## src/rtl/frame_controller_pkg.sv

```systemverilog
// Shared types and default constants for the frame controller and its
// coordinate counter.
package frame_controller_pkg;

    localparam int unsigned DEF_IMG_W    = 100;
    localparam int unsigned DEF_IMG_H    = 100;
    localparam int unsigned DEF_PIPE_LAT = 2;

    localparam logic [7:0] BLACK_PIXEL = 8'h00;

    typedef enum logic [2:0] {
        IDLE,
        WAIT_RX,
        SHIFT,
        WAIT_PIPE,
        SEND,
        WAIT_TX,
        DONE
    } state_t;

endpackage

```

## src/rtl/frame_controller_coord.sv

```systemverilog
// Row/column pixel counter with end-of-line wrap and last-pixel flag.
module frame_coord_counter
    import frame_controller_pkg::*;
#(
    parameter int unsigned IMG_W = DEF_IMG_W,
    parameter int unsigned IMG_H = DEF_IMG_H,
    parameter int unsigned COL_W = (IMG_W > 1) ? $clog2(IMG_W) : 1,
    parameter int unsigned ROW_W = (IMG_H > 1) ? $clog2(IMG_H) : 1
) (
    input  logic             clk,
    input  logic             reset_n,
    input  logic             clear,
    input  logic             advance,
    output logic [ROW_W-1:0] row,
    output logic [COL_W-1:0] col,
    output logic             last
);

    logic col_end;

    assign col_end = (col == COL_W'(IMG_W - 1));
    assign last    = col_end && (row == ROW_W'(IMG_H - 1));

    // Wrapping both coordinates at the final pixel keeps row inside 0..IMG_H-1.
    always_ff @(posedge clk) begin
        if (!reset_n || clear) begin
            row <= '0;
            col <= '0;
        end else if (advance) begin
            if (col_end) begin
                col <= '0;
                row <= last ? '0 : row + 1'b1;
            end else begin
                col <= col + 1'b1;
            end
        end
    end

endmodule

```

## src/rtl/frame_controller.sv

```systemverilog
// Per-pixel sequencer: UART byte in -> window datapath -> bordered byte out
// to the UART transmitter, one pixel at a time over a whole frame.
module frame_controller
    import frame_controller_pkg::*;
#(
    parameter int unsigned IMG_W    = DEF_IMG_W,
    parameter int unsigned IMG_H    = DEF_IMG_H,
    parameter int unsigned PIPE_LAT = DEF_PIPE_LAT
) (
    input  logic       clk,
    input  logic       reset_n,
    input  logic       start,
    input  logic       rx_valid,
    input  logic [7:0] rx_data,
    output logic       win_shift,
    output logic [7:0] win_data,
    input  logic [7:0] win_pixel,
    input  logic       tx_ready,
    output logic       tx_start,
    output logic [7:0] tx_data,
    output logic       busy,
    output logic       frame_done,
    output logic       overrun
);

    localparam int unsigned COL_W = (IMG_W > 1) ? $clog2(IMG_W) : 1;
    localparam int unsigned ROW_W = (IMG_H > 1) ? $clog2(IMG_H) : 1;
    localparam int unsigned CNT_W = (PIPE_LAT > 0) ? $clog2(PIPE_LAT + 1) : 1;

    state_t           state, next_state;
    logic [ROW_W-1:0] row;
    logic [COL_W-1:0] col;
    logic             last;
    logic [CNT_W-1:0] lat_cnt;
    logic             guard;
    logic             interior;

    logic accept_start, accept_rx, pipe_done, do_send, advance;

    frame_coord_counter #(
        .IMG_W (IMG_W),
        .IMG_H (IMG_H),
        .COL_W (COL_W),
        .ROW_W (ROW_W)
    ) u_coord (
        .clk     (clk),
        .reset_n (reset_n),
        .clear   (accept_start),
        .advance (advance),
        .row     (row),
        .col     (col),
        .last    (last)
    );

    assign busy     = (state != IDLE);
    assign interior = (32'(row) >= 32'd2) && (32'(col) >= 32'd2);

    always_ff @(posedge clk) begin
        if (!reset_n) state <= IDLE;
        else          state <= next_state;
    end

    always_comb begin
        next_state   = state;
        accept_start = 1'b0;
        accept_rx    = 1'b0;
        pipe_done    = 1'b0;
        do_send      = 1'b0;
        advance      = 1'b0;
        case (state)
            IDLE: if (start) begin
                accept_start = 1'b1;
                next_state   = WAIT_RX;
            end
            WAIT_RX: if (rx_valid) begin
                accept_rx  = 1'b1;
                next_state = SHIFT;
            end
            SHIFT: next_state = WAIT_PIPE;
            WAIT_PIPE: if (lat_cnt == '0) begin
                pipe_done  = 1'b1;
                next_state = SEND;
            end
            SEND: if (tx_ready) begin
                do_send    = 1'b1;
                next_state = WAIT_TX;
            end
            // guard masks tx_ready in the cycle tx_start is still high
            WAIT_TX: if (!guard && tx_ready) begin
                advance    = 1'b1;
                next_state = last ? DONE : WAIT_RX;
            end
            DONE:    next_state = IDLE;
            default: next_state = IDLE;
        endcase
    end

    always_ff @(posedge clk) begin
        if (!reset_n) begin
            win_shift  <= 1'b0;
            win_data   <= BLACK_PIXEL;
            tx_start   <= 1'b0;
            tx_data    <= BLACK_PIXEL;
            frame_done <= 1'b0;
            overrun    <= 1'b0;
            guard      <= 1'b0;
            lat_cnt    <= '0;
        end else begin
            win_shift  <= (state == SHIFT);
            tx_start   <= do_send;
            frame_done <= (state == DONE);
            guard      <= do_send;

            if (accept_rx) win_data <= rx_data;

            if (state == SHIFT)
                lat_cnt <= CNT_W'(PIPE_LAT);
            else if (state == WAIT_PIPE && lat_cnt != '0)
                lat_cnt <= lat_cnt - 1'b1;

            if (pipe_done) tx_data <= interior ? win_pixel : BLACK_PIXEL;

            if (accept_start)
                overrun <= 1'b0;
            else if (rx_valid && state != IDLE && state != WAIT_RX)
                overrun <= 1'b1;
        end
    end

endmodule

```

## config.mk

```make
export PLATFORM = sky130hd
export DESIGN_NAME = frame_controller
export DESIGN_NICKNAME = d
export VERILOG_FILES = /design/src/rtl/frame_controller_pkg.sv /design/src/rtl/frame_controller_coord.sv /design/src/rtl/frame_controller.sv
export SDC_FILE = /design/constraint.sdc
export NUM_CORES = 1
export LEC_CHECK = 0
export CORE_MARGIN = 4
export CORE_UTILIZATION = 51
export DETAILED_ROUTE_END_ITERATION = 10
export MAX_ROUTING_LAYER = met4
export PLACE_DENSITY = 0.81
export SLEW_MARGIN = 20
export SYNTH_ARGS = -nofsm -noshare
export SYNTH_HDL_FRONTEND = slang
export SYNTH_HIERARCHICAL = 1
export SYNTH_SLANG_ARGS = --single-unit
```

## constraint.sdc

```tcl
create_clock -name clk -period 4.9 [get_ports clk]
set_input_delay 0.98 -clock clk [delete_from_list [all_inputs] [get_ports clk]]
set_output_delay 0.98 -clock clk [all_outputs]
set_load 0.01 [all_outputs]
```

==> key figures <==
Setup path
  • CP endpoint kind: output pin
  • Req. time, crit path: between 3 and 4 ns
  • Critical Path Max Stage Delay: around 0.50 ns
  • CP bufs+invs: 1
  • Worst Path Max Fanout: 13
  • CP startpoint kind: flip-flop
  • Critical R2R Capture: u_coord/row[6]$_SDFFE_PP0P_
  • R2R setup slack: around 2.6 ns
  • Arr. time, crit path: 1.72 ns
  • Worst-path cell chain: or3_1, clkdlybuf4s50_1
  • Critical path class: reg -> out
  • Crit path max-delay cell type: clkdlybuf4s50_1
  • Register-to-Register Path Depth: 6
  • Critical Path Stages: 2
  • CP top delay family: buffers and inverters
  • Reg2reg start: state[2]$_SDFFE_PN0P_

CTS
  • H-tree levels: 2
  • CTS Root Cell: clkbuf_4
  • Cts bufs inserted: 5
  • CTS Hold Bufs: 0
  • Post-CTS Setup Inserts: 0
  • CTS tree: built
  • Clk slew on worst S/H paths: 0.12 ns
  • CTS Sinks: 39
  • Worst skew pair latency: 0.36 ns
  • Worst-case clock buffer depth: 2
  • Resized cells post-CTS: 0

Logic synthesis
  • Largest cells by area after synthesis: dfxtp_1 (42%), mux2i_1 (4.9%), nor2_1 (4.7%)
  • Synth Area per Inst: 9.17 µm²
  • Unique masters post-synth: between 40 and 50
  • Synthesized cell area: 1850 µm²
  • Post-synth top flop: dfxtp_1
  • Post-synth top area share: a little over two fifths
  • Syn Inst Count: slightly above 200
  • Syn Nets: roughly 230
  • Number of synthesized flops with an enable pin: 0
  • Leading area contributor after synthesis: dfxtp_1
  • Synth warn: 6
  • Register area share after synthesis: approximately 42%
  • FFs w/ async S/R, synth: 0%
  • Seq cells post-synth: 39

Layout
  • Share of cells above drive strength 1: under 10%
  • Synth-to-Final Area Change: 26.0%
  • Fin cells: approximately 290
  • Number of fillers in the final layout: around 270
  • Final #Nets: roughly 270
  • Post-Route Utilization: approximately two thirds
  • Antenna fix cells: 0

Global routing
  • First-pass GRT wire length: roughly 6000 µm
  • Initial antenna violation count: 0
  • Grt total ovfl: 0
  • Total GRT Usage: about 18%
  • Pin count of the biggest net entering global routing: 17
  • Vias in the first global route: about 1,400

Power
  • Lkg Pwr: about 0.81 nW
  • VDD IR max: 0.000178 V
  • Final Power: between 0.7 and 0.8 mW
  • Pwr per Cell Area: about 330 nW/µm²

Timing
  • Final setup TNS: 0 ns
  • Tcrit/Tclk final: 55.1%
  • Setup Viol. Count Final: 0
  • Unrepaired setup endpoints after global routing: no
  • Slew margin rel.: a little over half
  • Fin. Hold Viols: 0
  • Setup WS post-layout: 2.20 ns
  • Final Skew: ~0.015 ns
  • Slew @ Worst Pin: 0.713 ns
  • Fmax: about 370 MHz
  • Fin. max-slew vios: 0
  • Minimum clock period: ~2.7 ns

Route
  • DR vias/cell: 5.27
  • Drt drc: 0
  • Final WL: approximately 3800 µm
  • Routed length per instance: 13.2 µm
  • Via count: 1,517
  • DRT Pass-1 Iters: 4
  • Starting DRT DRC Count: a little over 100
  • Antenna Nets Post-Route: 0

Place
  • Cell count after placement: 280
  • Final Wtd Congestion: about 0.84
  • DP Worst Slack: ~1.9 ns
  • PortBufs: 41
  • HPWL Detailed: approximately 2800 µm

Floorplan
  • Row count: 21
  • Starting Density: between 50% and 60%
  • Placeable Area: around 3400 µm²
  • Die Area: 4660 µm²
  • Number of top-level pins: between 40 and 50
  • Die Y: approximately 70 µm
  • Die width: 68.3 µm

Run
  • Maxcap violations: 0

Min path
  • Worst Hold End: tx_data[4]$_SDFFE_PN0P_
  • Hold path start: tx_data[4]$_SDFFE_PN0P_
  • Hold path depth: 2
  • HP Class: reg -> reg

Run status
  • Status: complete, no violations
[cell type report]
class | instances | area, µm² | share of cell area (%)
inverters | 6 | 22.5 | 0.965
clock inverters | 2 | 35.0 | 1.50
flip-flops and latches | 39 | 781 | 33.5
clock buffers | 6 | 51.3 | 2.20
well taps | 46 | 57.6 | 2.47
multi-input cells | 148 | 976 | 41.8
repair buffers | 41 | 410 | 17.6
[metrics by stage]
stage | hold WS, ns | instance area [µm²]
after floorplan | 0.458 | 1850
after global placement | 0.438 | 2250
after detailed placement | 0.443 | 2250
after CTS | 0.459 | 2330
after global routing | 0.479 | 2330
final | 0.457 | 2330
[worst register-to-register path, delay by kind of cell (launching register included)]
family             cells  cell delay [ns]
and+or+nand+nor        5             1.46
DFF                    1             0.51
AOI/OAI and AO/OA      1             0.19
[cells in the final DEF (no fill, tap or decap), types with 2 or more instances in the layout]
cell / synthesis / routed
xnor2_1: 8 / 8
nor3_2: 2 / 2
nor4_1: 3 / 3
nor4_4: 2 / 2
inv_1: 6 / 6
nor2b_1: 8 / 8
nand2_1: 17 / 17
nand2_2: 2 / 2
mux2i_1: 9 / 9
nand2b_1: 8 / 8
nand3b_1: 2 / 2
a221oi_1: 2 / 2
nand3_1: 13 / 13
clkbuf_4: 0 / 5
xor2_1: 3 / 3
nor2_1: 23 / 23
nand4_1: 4 / 4
nor3_1: 3 / 3
dfxtp_1: 39 / 39
clkdlybuf4s50_1: 0 / 41
a21oi_1: 14 / 14
ha_1: 3 / 3
o21ai_0: 3 / 3
[flip-flops by register name, summed over array words and instances, names as in the netlist]
signal,count
state,3
win_data,8
frame_done,1
overrun,1
guard,1
lat_cnt,2
tx_data,8
win_shift,1
u_coord/row,7
u_coord/col,7
[Yosys cell counts, drive strengths merged, types with 4 or more instances]
cell,count
nand2b,8
dfxtp,39
o21ai,5
nor2b,8
nor3,5
nand4,4
buf,7
nand2,19
a21oi,14
nand3,13
nor4,5
xnor2,8
inv,6
mux2i,9
nor2,24
[power by group]
group          internal (mW)  switching, mW  total, mW
Sequential             0.336         0.0249      0.360
Clock                  0.121          0.106      0.226
Combinational         0.0943         0.0775      0.172
[cell families (layout without fill, tap and decap cells)]
kind of cell | Yosys count | after routing | synth area share (%)
AND/OR/NAND/NOR | 98 | 98 | 30.5
XOR/XNOR | 11 | 11 | 5.20
buffers and inverters | 15 | 55 | 5.13
AO/OA/AOI/OAI | 26 | 26 | 9.53
adder cells (fa/ha/maj) | 3 | 3 | 2.03
multiplexers | 10 | 10 | 5.47
flip-flops | 39 | 39 | 42.2
[worst max path at each step]
stage                                     start                     endpoint  slack, ns
after floorplan                        tx_ready  u_coord/row[2]$_SDFFE_PP0P_       2.75
after global placement                 tx_ready  u_coord/row[6]$_SDFFE_PP0P_       1.94
final                     state[0]$_SDFFE_PN0P_                         busy       2.20
after global routing      state[1]$_SDFFE_PN0P_                         busy       2.11
after detailed placement               tx_ready  u_coord/row[4]$_SDFFE_PP0P_       1.91
after CTS                 state[1]$_SDFFE_PN0P_                         busy       2.19
[layer usage]
layer  global-route usage [%]  share of wire [%]  up-vias
met4                     5.96                1.7        0
met1                     21.0                 44      691
met2                     28.0                 46       45
met5                        -                  0        -
li1                         -                  -      773
met3                     6.08                8.8        8
(Power assumes the default switching activity.)
